### src/rtl/uart_rx_ctrl_if.sv
// Receive FIFO read port between the UART RX controller (master) and the
// bus-side reader (slave).
interface uart_rx_ctrl_if;
  logic [7:0] o_rd_data;
  logic       o_rd_valid;
  logic       i_rd_ready;

  modport master (output o_rd_data, output o_rd_valid, input i_rd_ready);
  modport slave  (input o_rd_data, input o_rd_valid, output i_rd_ready);
endinterface

### src/rtl/uart_rx_ctrl.sv
// UART receive sequencer: start detection, mid-bit strobes, core result
// capture into a small FIFO, and error/overflow statistics.
//
// state | meaning
// IDLE  | waiting for a falling edge on the line while enabled
// HALF  | counting to the middle of the start bit
// BIT   | one strobe per bit period for data/parity/stop bits
// WAIT  | short window for the core to report its result
module uart_rx_ctrl #(
  parameter int DIV_W      = 16,
  parameter int FIFO_DEPTH = 4,
  parameter int CNT_W      = 8
) (
  input  logic             i_clk,
  input  logic             i_rst_n,
  input  logic             i_enable_n,
  input  logic [DIV_W-1:0] i_baud_div,
  input  logic [1:0]       i_parity,
  input  logic             i_rx_line,
  output logic             o_clk_rx,
  output logic             o_rx_data,
  output logic [1:0]       o_parity,
  output logic             o_enable_n,
  output logic             o_int_clrxn,
  input  logic             i_core_int,
  input  logic [7:0]       i_core_data,
  input  logic             i_core_err,
  uart_rx_ctrl_if.master   rd,
  output logic             o_ovf,
  output logic [CNT_W-1:0] o_err_cnt,
  input  logic             i_clr_stat
);
  localparam int PW = (FIFO_DEPTH > 1) ? $clog2(FIFO_DEPTH) : 1;

  typedef enum logic [1:0] {IDLE, HALF, BIT, WAIT} state_t;

  state_t           state_q, state_d;
  logic [DIV_W-1:0] cnt_q, cnt_d;
  logic [DIV_W-1:0] div_q, div_d;
  logic [3:0]       bitn_q, bitn_d;
  logic [1:0]       par_q, par_d;
  logic             strobe_q, strobe_d;
  logic             rx_q, en_n_q, int_prev_q, clrxn_q;
  logic             ovf_q, ovf_d;
  logic [CNT_W-1:0] err_cnt_q, err_cnt_d;
  logic [7:0]       mem_q [FIFO_DEPTH];
  logic [PW-1:0]    wr_ptr_q, rd_ptr_q;
  logic [PW:0]      count_q;

  logic [DIV_W-1:0] div_in;
  logic [3:0]       nb;
  logic             err_evt, push_req, push, pop, full, ovf_evt;

  assign div_in = (i_baud_div < DIV_W'(4)) ? DIV_W'(4) : i_baud_div;
  // Parity modes 10 and 11 have no parity bit: 8 data + stop.
  assign nb     = par_q[1] ? 4'd9 : 4'd10;

  always_ff @(posedge i_clk or negedge i_rst_n) begin
    if (!i_rst_n) begin
      state_q  <= IDLE;
      cnt_q    <= '0;
      div_q    <= DIV_W'(4);
      bitn_q   <= '0;
      par_q    <= 2'b10;
      strobe_q <= 1'b0;
    end else begin
      state_q  <= state_d;
      cnt_q    <= cnt_d;
      div_q    <= div_d;
      bitn_q   <= bitn_d;
      par_q    <= par_d;
      strobe_q <= strobe_d;
    end
  end

  always_comb begin
    state_d  = state_q;
    cnt_d    = cnt_q;
    div_d    = div_q;
    bitn_d   = bitn_q;
    par_d    = par_q;
    strobe_d = 1'b0;
    err_evt  = 1'b0;
    case (state_q)
      IDLE: begin
        // rx_q is last cycle's line, so a start needs the line seen high first.
        if (!i_enable_n && rx_q && !i_rx_line) begin
          div_d   = div_in;
          par_d   = i_parity;
          cnt_d   = (div_in >> 1) - DIV_W'(1);
          state_d = HALF;
        end
      end
      HALF: begin
        if (i_enable_n)           state_d = IDLE;
        else if (cnt_q != '0)     cnt_d   = cnt_q - DIV_W'(1);
        else if (!i_rx_line) begin
          strobe_d = 1'b1;
          bitn_d   = '0;
          cnt_d    = div_q - DIV_W'(1);
          state_d  = BIT;
        end else                  state_d = IDLE;
      end
      BIT: begin
        if (i_enable_n)           state_d = IDLE;
        else if (cnt_q != '0)     cnt_d   = cnt_q - DIV_W'(1);
        else begin
          strobe_d = 1'b1;
          bitn_d   = bitn_q + 4'd1;
          cnt_d    = div_q - DIV_W'(1);
          if (bitn_q + 4'd1 == nb) begin
            cnt_d   = DIV_W'(3);
            state_d = WAIT;
          end
        end
      end
      WAIT: begin
        if (i_enable_n)           state_d = IDLE;
        else if (cnt_q != '0)     cnt_d   = cnt_q - DIV_W'(1);
        else begin
          err_evt = i_core_err;
          state_d = IDLE;
        end
      end
      default: state_d = IDLE;
    endcase
  end

  assign push_req = i_core_int & ~int_prev_q;
  assign pop      = (count_q != '0) & rd.i_rd_ready;
  assign full     = (count_q == (PW+1)'(FIFO_DEPTH));
  assign push     = push_req & (~full | pop);
  assign ovf_evt  = push_req & full & ~pop;

  assign ovf_d     = i_clr_stat ? 1'b0 : (ovf_q | ovf_evt);
  assign err_cnt_d = i_clr_stat ? '0 :
                     (err_evt && (err_cnt_q != '1)) ? err_cnt_q + CNT_W'(1) : err_cnt_q;

  always_ff @(posedge i_clk or negedge i_rst_n) begin
    if (!i_rst_n) begin
      rx_q       <= 1'b1;
      en_n_q     <= 1'b1;
      int_prev_q <= 1'b0;
      clrxn_q    <= 1'b1;
      ovf_q      <= 1'b0;
      err_cnt_q  <= '0;
      wr_ptr_q   <= '0;
      rd_ptr_q   <= '0;
      count_q    <= '0;
      for (int i = 0; i < FIFO_DEPTH; i++) mem_q[i] <= '0;
    end else begin
      rx_q       <= i_rx_line;
      en_n_q     <= i_enable_n;
      int_prev_q <= i_core_int;
      clrxn_q    <= ~push_req;
      ovf_q      <= ovf_d;
      err_cnt_q  <= err_cnt_d;
      if (push) begin
        mem_q[wr_ptr_q] <= i_core_data;
        wr_ptr_q        <= wr_ptr_q + PW'(1);
      end
      if (pop) rd_ptr_q <= rd_ptr_q + PW'(1);
      case ({push, pop})
        2'b10:   count_q <= count_q + (PW+1)'(1);
        2'b01:   count_q <= count_q - (PW+1)'(1);
        default: count_q <= count_q;
      endcase
    end
  end

  assign o_clk_rx      = strobe_q;
  assign o_rx_data     = rx_q;
  assign o_parity      = par_q;
  assign o_enable_n    = en_n_q;
  assign o_int_clrxn   = clrxn_q;
  assign o_ovf         = ovf_q;
  assign o_err_cnt     = err_cnt_q;
  assign rd.o_rd_data  = mem_q[rd_ptr_q];
  assign rd.o_rd_valid = (count_q != '0);
endmodule

### src/flat_wrapper.sv
// flat-port wrapper written by rule: the top's interface ports become plain ports
module uart_rx_ctrl_flat 
#(
  parameter int DIV_W      = 16,
  parameter int FIFO_DEPTH = 4,
  parameter int CNT_W      = 8
)
  (i_clk, i_rst_n, i_enable_n, i_baud_div, i_parity, i_rx_line, o_clk_rx, o_rx_data, o_parity, o_enable_n, o_int_clrxn, i_core_int, i_core_data, i_core_err, o_ovf, o_err_cnt, i_clr_stat, rd_o_rd_data, rd_o_rd_valid, rd_i_rd_ready);
  uart_rx_ctrl_if rd_i ();
  input  logic i_clk;
  input  logic i_rst_n;
  input  logic i_enable_n;
  input  logic [DIV_W-1:0] i_baud_div;
  input  logic [1:0] i_parity;
  input  logic i_rx_line;
  output logic o_clk_rx;
  output logic o_rx_data;
  output logic [1:0] o_parity;
  output logic o_enable_n;
  output logic o_int_clrxn;
  input  logic i_core_int;
  input  logic [7:0] i_core_data;
  input  logic i_core_err;
  output logic o_ovf;
  output logic [CNT_W-1:0] o_err_cnt;
  input  logic i_clr_stat;
  output wire logic [$bits(rd_i.o_rd_data)-1:0] rd_o_rd_data;
  output wire logic [$bits(rd_i.o_rd_valid)-1:0] rd_o_rd_valid;
  input wire logic [$bits(rd_i.i_rd_ready)-1:0] rd_i_rd_ready;
  assign rd_o_rd_data = rd_i.o_rd_data;
  assign rd_o_rd_valid = rd_i.o_rd_valid;
  assign rd_i.i_rd_ready = rd_i_rd_ready;
  uart_rx_ctrl #(.DIV_W(DIV_W), .FIFO_DEPTH(FIFO_DEPTH), .CNT_W(CNT_W)) u_core (.i_clk(i_clk), .i_rst_n(i_rst_n), .i_enable_n(i_enable_n), .i_baud_div(i_baud_div), .i_parity(i_parity), .i_rx_line(i_rx_line), .o_clk_rx(o_clk_rx), .o_rx_data(o_rx_data), .o_parity(o_parity), .o_enable_n(o_enable_n), .o_int_clrxn(o_int_clrxn), .i_core_int(i_core_int), .i_core_data(i_core_data), .i_core_err(i_core_err), .rd(rd_i), .o_ovf(o_ovf), .o_err_cnt(o_err_cnt), .i_clr_stat(i_clr_stat));
endmodule
### config.mk
export PLATFORM = sky130hd
export DESIGN_NAME = uart_rx_ctrl_flat
export DESIGN_NICKNAME = d
export VERILOG_FILES = /design/src/rtl/uart_rx_ctrl_if.sv /design/src/rtl/uart_rx_ctrl.sv /design/src/flat_wrapper.sv
export SDC_FILE = /design/constraint.sdc
export NUM_CORES = 1
export LEC_CHECK = 0
export BUFFER_PORTS_ARGS = -buffer_cell sky130_fd_sc_hd__buf_2
export CORE_ASPECT_RATIO = 1.1
export CORE_MARGIN = 8
export CORE_UTILIZATION = 40
export DETAILED_ROUTE_END_ITERATION = 8
export PLACE_DENSITY = 0.6
export SLEW_MARGIN = 20
export SYNTH_ARGS = -nofsm -noshare
export SYNTH_HDL_FRONTEND = slang
export SYNTH_SLANG_ARGS = --single-unit
### constraint.sdc
create_clock -name i_clk -period 2.3 [get_ports i_clk]
set_input_delay 0 -clock i_clk [delete_from_list [all_inputs] [get_ports i_clk]]
set_output_delay 0 -clock i_clk [all_outputs]
set_load 0.03 [all_outputs]
==> metrics.md, run 1 <==
| Metric | Value |
|---|---|
| Status | `complete, no violations` |
| Initial Util | `40.9%` |
| Final Cycle Share | `between 90% and 100%` |
| Startpoint types | `register` |
| Syn_nets | `547` |
| Reg2reg end | `u_core.cnt_q[5]$_DFFE_PN0P_` |
| Worst VDD drop | `0.000514 V` |
| Ys flop type | `dfrtp_1` |
| Max Fclk | `453 MHz` |
| CP peak stage delay | `~0.4 ns` |
| Hold Path End | `u_core.div_q[2]$_DFFE_PN1P_` |
| Port Buffers | `57` |
| Count of cell types in the netlist | `67` |
| Drt pass-1 iters | `4` |
| Hold Fails Final Rpt | `0` |
| Final Max Slew Viols | `0` |
| Area growth, synth to finish | `26.2%` |
| Slowest CP cell | `dfrtp_1` |
| Most used cell, CP | `a21oi_1` |
| # fillers | `between 1000 and 1500` |
| Slew of the pin with the lowest slew margin | `0.685 ns` |
| DRT antenna net count | `0` |
| Pwr dens | `1270 nW/µm²` |
| Initial DRC count | `220` |
| Lkg Pwr | `2.98 nW` |
| Vias in the first global route | `4452` |
| Worst-path maximum fanout | `13` |
| Reg-to-reg startpoint | `u_core.state_q[0]$_DFFE_PN0P_` |
| Mapped cell area | `5380 µm²` |
| Most frequent cells in the layout | `dfrtp_1, buf_2, mux2_2, nand2_1, buf_4` |
| Final Skew | `0.00606 ns` |
| Final WS setup | `a little over 0.09 ns` |
| Sink Count | `just over 90` |
| Core area | `13200 µm²` |
| Worst skew pair latency | `roughly 0.35 ns` |
| Number of synthesized register bits | `93` |
| Maxcap violations | `0` |
| CTS tree | `yes` |
| Post-synthesis async set-or-reset flop share | `100%` |
| Clk buf depth | `2` |
| Reg-to-reg slack, setup | `0.09 ns` |
| Residual DRC | `0` |
| GRT Overall Usage | `15.6%` |
| Final wirelength | `12900 µm` |
| Largest net degree at the start of global routing | `51` |
| Vias | `roughly 4200` |
| Die area | `17400 µm²` |
| Syn Inst Count | `497` |
| Total power | `8.60 mW` |
| Worst-path clk slew | `0.06 ns` |
| Worst slack, placed | `roughly 0.0021 ns` |
| Layout Nets | `roughly 660` |
| WHS Path Cells | `3` |
| Worst r2r path cells | `8` |
| Layout Cells excl Fill | `778` |
| Initial antenna violation count | `0` |
| DPL Wire Length | `9320 µm` |
| Row count | `44` |
| Root buffer cell | `clkbuf_16` |
| Post-DR wirelength/cell | `~17 µm` |
| Most common cell after layout, fill and taps aside | `dfrtp_1` |
| Num CTS Buffers | `9` |
| Die Wd | `127 µm` |
| Final setup violation count | `0` |
| Routability congestion estimate | `0.790` |
| Min-Delay Startpoint | `i_baud_div[2]` |
| Vias per inst | `approximately 5.4` |
| Die height | `138 µm` |
| Placed insts | `731` |
| YS warnings | `0` |
| Synth Area per Inst | `10.8 µm²` |
| GRT overflow | `0` |
| CTS H-tree depth | `3` |
| Relative slew margins | `54.3%` |
| Post-synth EDFFs | `0` |
| Cell breakdown of the critical path | `inv_1 > ha_1 > or3_1 > a21oi_1 > o21ai_4 > buf_12 > a2111oi_1 > a21oi_1` |
| Worst Path Arrival | `between 2 and 2.5 ns` |
| Critical path class | `register to register` |
| Seq/Total Area, Yosys | `43.4%` |
| Antenna Cells | `0` |
| Final worst path period need | `2.21 ns` |
| HP Class | `input pin to register` |
| First-pass GRT wire length | `21800 µm` |
| Crit path capture type | `register` |
| I/O Pins | `58` |
| Share of cells above drive strength 1 | `33.2%` |
| Worst EP required | `2.52 ns` |
worst max-delay path by stage:
stage | from | end | slack (ns) | cells after the start
floorplan | u_core.div_q[0]$_DFFE_PN0P_ | u_core.cnt_q[7]$_DFFE_PN0P_ | 0.12 | 7
global placement | u_core.div_q[0]$_DFFE_PN0P_ | u_core.cnt_q[10]$_DFFE_PN0P_ | 0.09 | 7
detailed placement | u_core.div_q[0]$_DFFE_PN0P_ | u_core.cnt_q[10]$_DFFE_PN0P_ | 0.002 | 7
CTS | i_baud_div[9] | u_core.cnt_q[2]$_DFFE_PN0P_ | 0.03 | 12
global route | u_core.div_q[0]$_DFFE_PN0P_ | u_core.cnt_q[14]$_DFFE_PN0P_ | -0.001 | 7
finish | u_core.state_q[0]$_DFFE_PN0P_ | u_core.cnt_q[5]$_DFFE_PN0P_ | 0.09 | 8
synth_stat cells (all sizes together) (4+ instances only):
library cell,count,area (µm²)
dfrtp,88,2200
mux2,47,529
nand2,37,141
nor2,35,134
xor2,27,236
a21oi,24,131
o21ai,21,109
inv,18,67.6
xnor2,16,140
ha,15,188
nor3,13,86.3
clkbuf,11,41.3
nand3,11,55.1
nor4,11,118
a22o,10,87.6
nand4,9,62.6
buf,8,43.8
mux4,8,180
a21o,7,52.6
a221o,7,70.1
o31ai,6,50.1
dfstp,5,131
a211oi,4,30.0
and2,4,25.0
nand2b,4,32.5
nand3b,4,30.0
nor3b,4,30.0
or3,4,25.0
per-stage QoR:
stage	hold slack (ns)	TNS [ns]	utilization, %	instance area, µm²
final	0.0367	0	51.6	6800
after global routing	0.0508	-0.00278	51.6	6800
after detailed placement	0.0864	0	46.3	6090
after CTS	0.0168	0	50.7	6670
after floorplan	-0.296	0	-	5380
after global placement	0.0801	0	46.3	6090
layout make-up:
| cell class | instances | area [µm²] | area share (%) |
|---|---|---|---|
| timing repair buffer | 123 | 898 | 13.2 |
| multi-input combinational | 367 | 3010 | 44.2 |
| tap | 161 | 201 | 2.96 |
| clock buffer | 12 | 256 | 3.77 |
| inverter | 18 | 67.6 | 0.994 |
| clock inverter | 4 | 32.5 | 0.479 |
| sequential | 93 | 2330 | 34.3 |
critical path: cells and delay by family (launching register included):
family	cells	cell delay, ns
compound gates	4	0.79
flops	1	0.40
simple gates	1	0.40
buf+inv	2	0.25
fa+ha+maj	1	0.24
where the power goes:
group / internal [mW] / switching, mW / leakage [nW]
clock network: 0.796 / 0.635 / 0.135
logic: 2.01 / 2.19 / 1.70
registers: 2.33 / 0.643 / 1.14
total: 5.13 / 3.47 / 2.98
sequential cells by signal, indices dropped and copies added (netlist names), 2 cells and up:
register	flops
u_core.state_q	2
u_core.div_q	16
u_core.o_err_cnt	8
u_core.o_parity	2
u_core.rd_ptr_q	2
u_core.count_q	3
u_core.bitn_q	4
u_core.cnt_q	16
u_core.wr_ptr_q	2
u_core.mem_q	32
what timing repair did:
| item | 4_1_cts | 5_1_grt |
|---|---|---|
| hold buffers | 29 | 0 |
| setup endpoints to repair | 1 | 24 |
| buffers inserted | 0 | 3 |
| endpoints found under the hold margin | 109 | 0 |
| pin swaps | 0 | 8 |
| gates resized for setup | 1 | 23 |
kinds of logic (layout without fill, tap and decap cells):
| group | after synthesis | in the layout | synth area share [%] |
|---|---|---|---|
| and+or+nand+nor | 152 | 152 | 16.2 |
| buffers and inverters | 37 | 157 | 2.84 |
| DFF | 93 | 93 | 43.4 |
| adders and majority gates | 16 | 16 | 3.86 |
| xor gates and xnor gates | 43 | 43 | 7.00 |
| muxes | 57 | 57 | 13.6 |
| AOI/OAI and AO/OA | 99 | 99 | 13.3 |
per-layer routing:
| metal | global-route usage (%) | vias to the layer above | wire length (µm) |
|---|---|---|---|
| li1 | - | 2051 | - |
| met1 | 19.0 | 2052 | 5880 |
| met2 | 27.0 | 84 | 6320 |
| met3 | 3.21 | 10 | 519 |
| met4 | 5.62 | 0 | 182 |
| met5 | 0 | - | 0 |
No activity file was read; power rests on OpenSTA's default activity.
==> run 2: changes to the inputs <==
MAX_ROUTING_LAYER = met4   (was not set)
==> run 2 against run 1 <==
Register-to-register slack barely moved. Clock skew up 0.0054 ns. Hold slack improved by 0.0056 ns. Sequential share of layout area unchanged. Final cell count stayed put. Clock power hardly changed. Setup slack lost 0.0031 ns. Highest routed layer unchanged.
==> metrics.md, run 2 (synthesis gave the netlist of run 1 again) <==
| Metric | Value |
|---|---|
| Hold Fails Final Rpt | `0 (unchanged)` |
| Max Fclk | `453 MHz (-0.14%)` |
| I/O Pins | `58 (unchanged)` |
| GRT Overall Usage | `16.1% (+0.48 points)` |
| Critical path class | `register to register` |
| Max reg flops | `32 (unchanged)` |
| Status | `complete, no violations` |
| Slowest CP cell | `dfrtp_1` |
| Worst slack on hold paths | `0.0424 ns (+0.00564 ns)` |
| Crit path capture type | `register` |
| Routability congestion estimate | `0.801 (+1.4%)` |
| Worst r2r path cells | `8 (unchanged)` |
| Row count | `44 (unchanged)` |
| Reg power frac | `34.6% (about the same)` |
| Min-Delay Startpoint | `i_baud_div[2]` |
| Largest net degree at the start of global routing | `51 (unchanged)` |
| Internal power | `5.13 mW (about the same)` |
| # fillers | `1159 (unchanged)` |
| Final wirelength | `12900 µm (about the same)` |
| Vias per inst | `5.37 (-0.41%)` |
| Initial Util | `40.9% (unchanged)` |
| GRT overflow | `0 (unchanged)` |
| Worst-path maximum fanout | `13 (unchanged)` |
| Most frequent cells in the layout | `dfrtp_1, buf_2, mux2_2, nand2_1, buf_4` |
| Clk buf depth | `2 (unchanged)` |
| CP peak stage delay | `0.40 ns (about the same)` |
| Slew of the pin with the lowest slew margin | `0.679 ns (-0.00622 ns)` |
| Post-DR wirelength/cell | `16.6 µm (about the same)` |
| Worst Path Arrival | `2.42 ns (about the same)` |
| Reg-to-reg slack, setup | `0.09 ns (about the same)` |
| Clock Power Share | `16.6% (about the same)` |
| CTS tree | `yes` |
| Reg2reg end | `u_core.cnt_q[5]$_DFFE_PN0P_` |
| Reg-to-reg startpoint | `u_core.state_q[0]$_DFFE_PN0P_` |
| Core area | `13200 µm² (unchanged)` |
| Logic pwr share | `48.8% (about the same)` |
| Worst-path clk slew | `0.06 ns (about the same)` |
| Share of cells above drive strength 1 | `33.2% (unchanged)` |
| First-pass GRT wire length | `21800 µm (+0.13%)` |
| Area occupied by multi-input gates | `3010 µm² (unchanged)` |
| Worst Path Buf+Inv | `2 (unchanged)` |
| Hold Path End | `u_core.div_q[2]$_DFFE_PN1P_` |
| Largest regs | `u_core.mem_q (32), u_core.cnt_q (16), u_core.div_q (16)` |
| Most common cell after layout, fill and taps aside | `dfrtp_1` |
| Cell breakdown of the critical path | `inv_1 > ha_1 > or3_1 > a21oi_1 > o21ai_4 > buf_12 > a2111oi_1 > a21oi_1` |
| Delay-heaviest family, CP | `compound AO/OA/AOI/OAI gates` |
| Final worst path period need | `2.21 ns (+0.00305 ns)` |
| Port Buffers | `57 (unchanged)` |
| DRT antenna net count | `0 (unchanged)` |
| Area growth, synth to finish | `26.2% (unchanged)` |
| Dpl cell area | `6090 µm² (unchanged)` |
| Worst VDD drop | `0.000515 V (about the same)` |
| Most used cell, CP | `a21oi_1` |
| Final Cycle Share | `96.1% (+0.13 points)` |
| Die Wd | `127 µm (unchanged)` |
| Drt pass-1 iters | `5 (+1)` |
| Sink Count | `93 (unchanged)` |
| Sw Ratio | `40.2% (-0.083 points)` |
| Lkg Pwr | `2.98 nW (unchanged)` |
| WHS Path Cells | `3 (unchanged)` |
| Startpoint types | `register` |
| Vias | `4180 (-0.41%)` |
| Residual DRC | `0 (unchanged)` |
| Final Max Slew Viols | `0 (unchanged)` |
| Final Skew | `0.0115 ns (+0.00542 ns)` |
| Num CTS Buffers | `9 (unchanged)` |
| Layout Nets | `662 (unchanged)` |
| Final setup violation count | `0 (unchanged)` |
| Relative slew margins | `54.7% (+0.41 points)` |
| CTS H-tree depth | `3 (unchanged)` |
| Pwr dens | `1260 nW/µm² (-0.14%)` |
| Initial DRC count | `242 (+10%)` |
| Antenna Cells | `0 (unchanged)` |
| Worst skew pair latency | `0.35 ns (about the same)` |
| Die area | `17400 µm² (unchanged)` |
| DPL Wire Length | `9320 µm (unchanged)` |
| Post-route cell area | `6800 µm² (unchanged)` |
| Root buffer cell | `clkbuf_16` |
| Top reg by flops | `u_core.mem_q` |
| HP Class | `input pin to register` |
| P_sw | `3.45 mW (-0.35%)` |
| Initial antenna violation count | `0 (unchanged)` |
| Maxcap violations | `0 (unchanged)` |
| Reg area | `2330 µm² (unchanged)` |
| Vias in the first global route | `4449 (-0.067%)` |
| Worst EP required | `2.51 ns (about the same)` |
| Die height | `138 µm (unchanged)` |
## run 2: cell counts in the layout (fill, tap and decap cells not counted)
Identical to the previous run, type by type.
## run 2: area by class of cell
| cell class | count | share of cell area, % |
|---|---|---|
| multi-input combinational | 367 | 44.2 |
| sequential | 93 | 34.3 |
| timing repair buffer | 123 | 13.2 |
| clock buffer | 12 | 3.77 |
| tap | 161 | 2.96 |
| inverter | 18 | 0.994 |
| clock inverter | 4 | 0.479 |
## run 2: how the worst max path moves through the flow
stage | start | endpoint | slack (ns) | depth (start not counted)
floorplan | u_core.div_q[0]$_DFFE_PN0P_ | u_core.cnt_q[7]$_DFFE_PN0P_ | 0.12 | 7
global placement | u_core.div_q[0]$_DFFE_PN0P_ | u_core.cnt_q[10]$_DFFE_PN0P_ | 0.09 | 7
detailed placement | u_core.div_q[0]$_DFFE_PN0P_ | u_core.cnt_q[10]$_DFFE_PN0P_ | 0.002 | 7
CTS | i_baud_div[9] | u_core.cnt_q[2]$_DFFE_PN0P_ | 0.03 | 12
global route | u_core.div_q[0]$_DFFE_PN0P_ | u_core.cnt_q[14]$_DFFE_PN0P_ | -0.001 | 7
finish | u_core.state_q[0]$_DFFE_PN0P_ | u_core.cnt_q[5]$_DFFE_PN0P_ | 0.09 | 8
## run 2: per-stage QoR
step	std cells	utilization, %	setup TNS, ns	setup slack (ns)	total power, mW
global route	778	51.6	-0.00278	-0.00147	9.21
global placement	731	46.3	0	0.0852	6.90
detailed placement	731	46.3	0	0.00214	7.02
finish	778	51.6	0	0.0902	8.58
CTS	776	50.7	0	0.0283	8.55
floorplan	497	-	0	0.124	5.79
## run 2: timing repair
action,CTS,global route
setup endpoints to repair,1,24
endpoints found under the hold margin,109,0
hold buffers,29,0
gates cloned,0,0
resized for setup,1,23
buffers inserted,0,3
pin swaps,0,8
## run 2: power groups by stage
stage	Clock (mW)	Sequential [mW]	Combinational (mW)
after CTS	1.49	2.94	4.11
after global placement	0	2.92	3.97
after detailed placement	0	2.97	4.05
final	1.43	2.97	4.19
after global routing	1.55	3.07	4.60
after floorplan	0	2.80	2.99
## run 2: layer usage
| layer | track usage [%] | wire [µm] |
|---|---|---|
| met2 | 26.9 | 6440 |
| met3 | 2.98 | 391 |
| met4 | 5.62 | 63 |
| met1 | 19.3 | 6010 |
| met5 | - | 0 |
## run 2: worst reg2reg max path, stage by stage, from the launching register on
cell	delay [ns]
dfrtp_1	0.40
inv_1	0.08
ha_1	0.24
or3_1	0.41
a21oi_1	0.25
o21ai_4	0.16
buf_12	0.17
a2111oi_1	0.31
a21oi_1	0.07
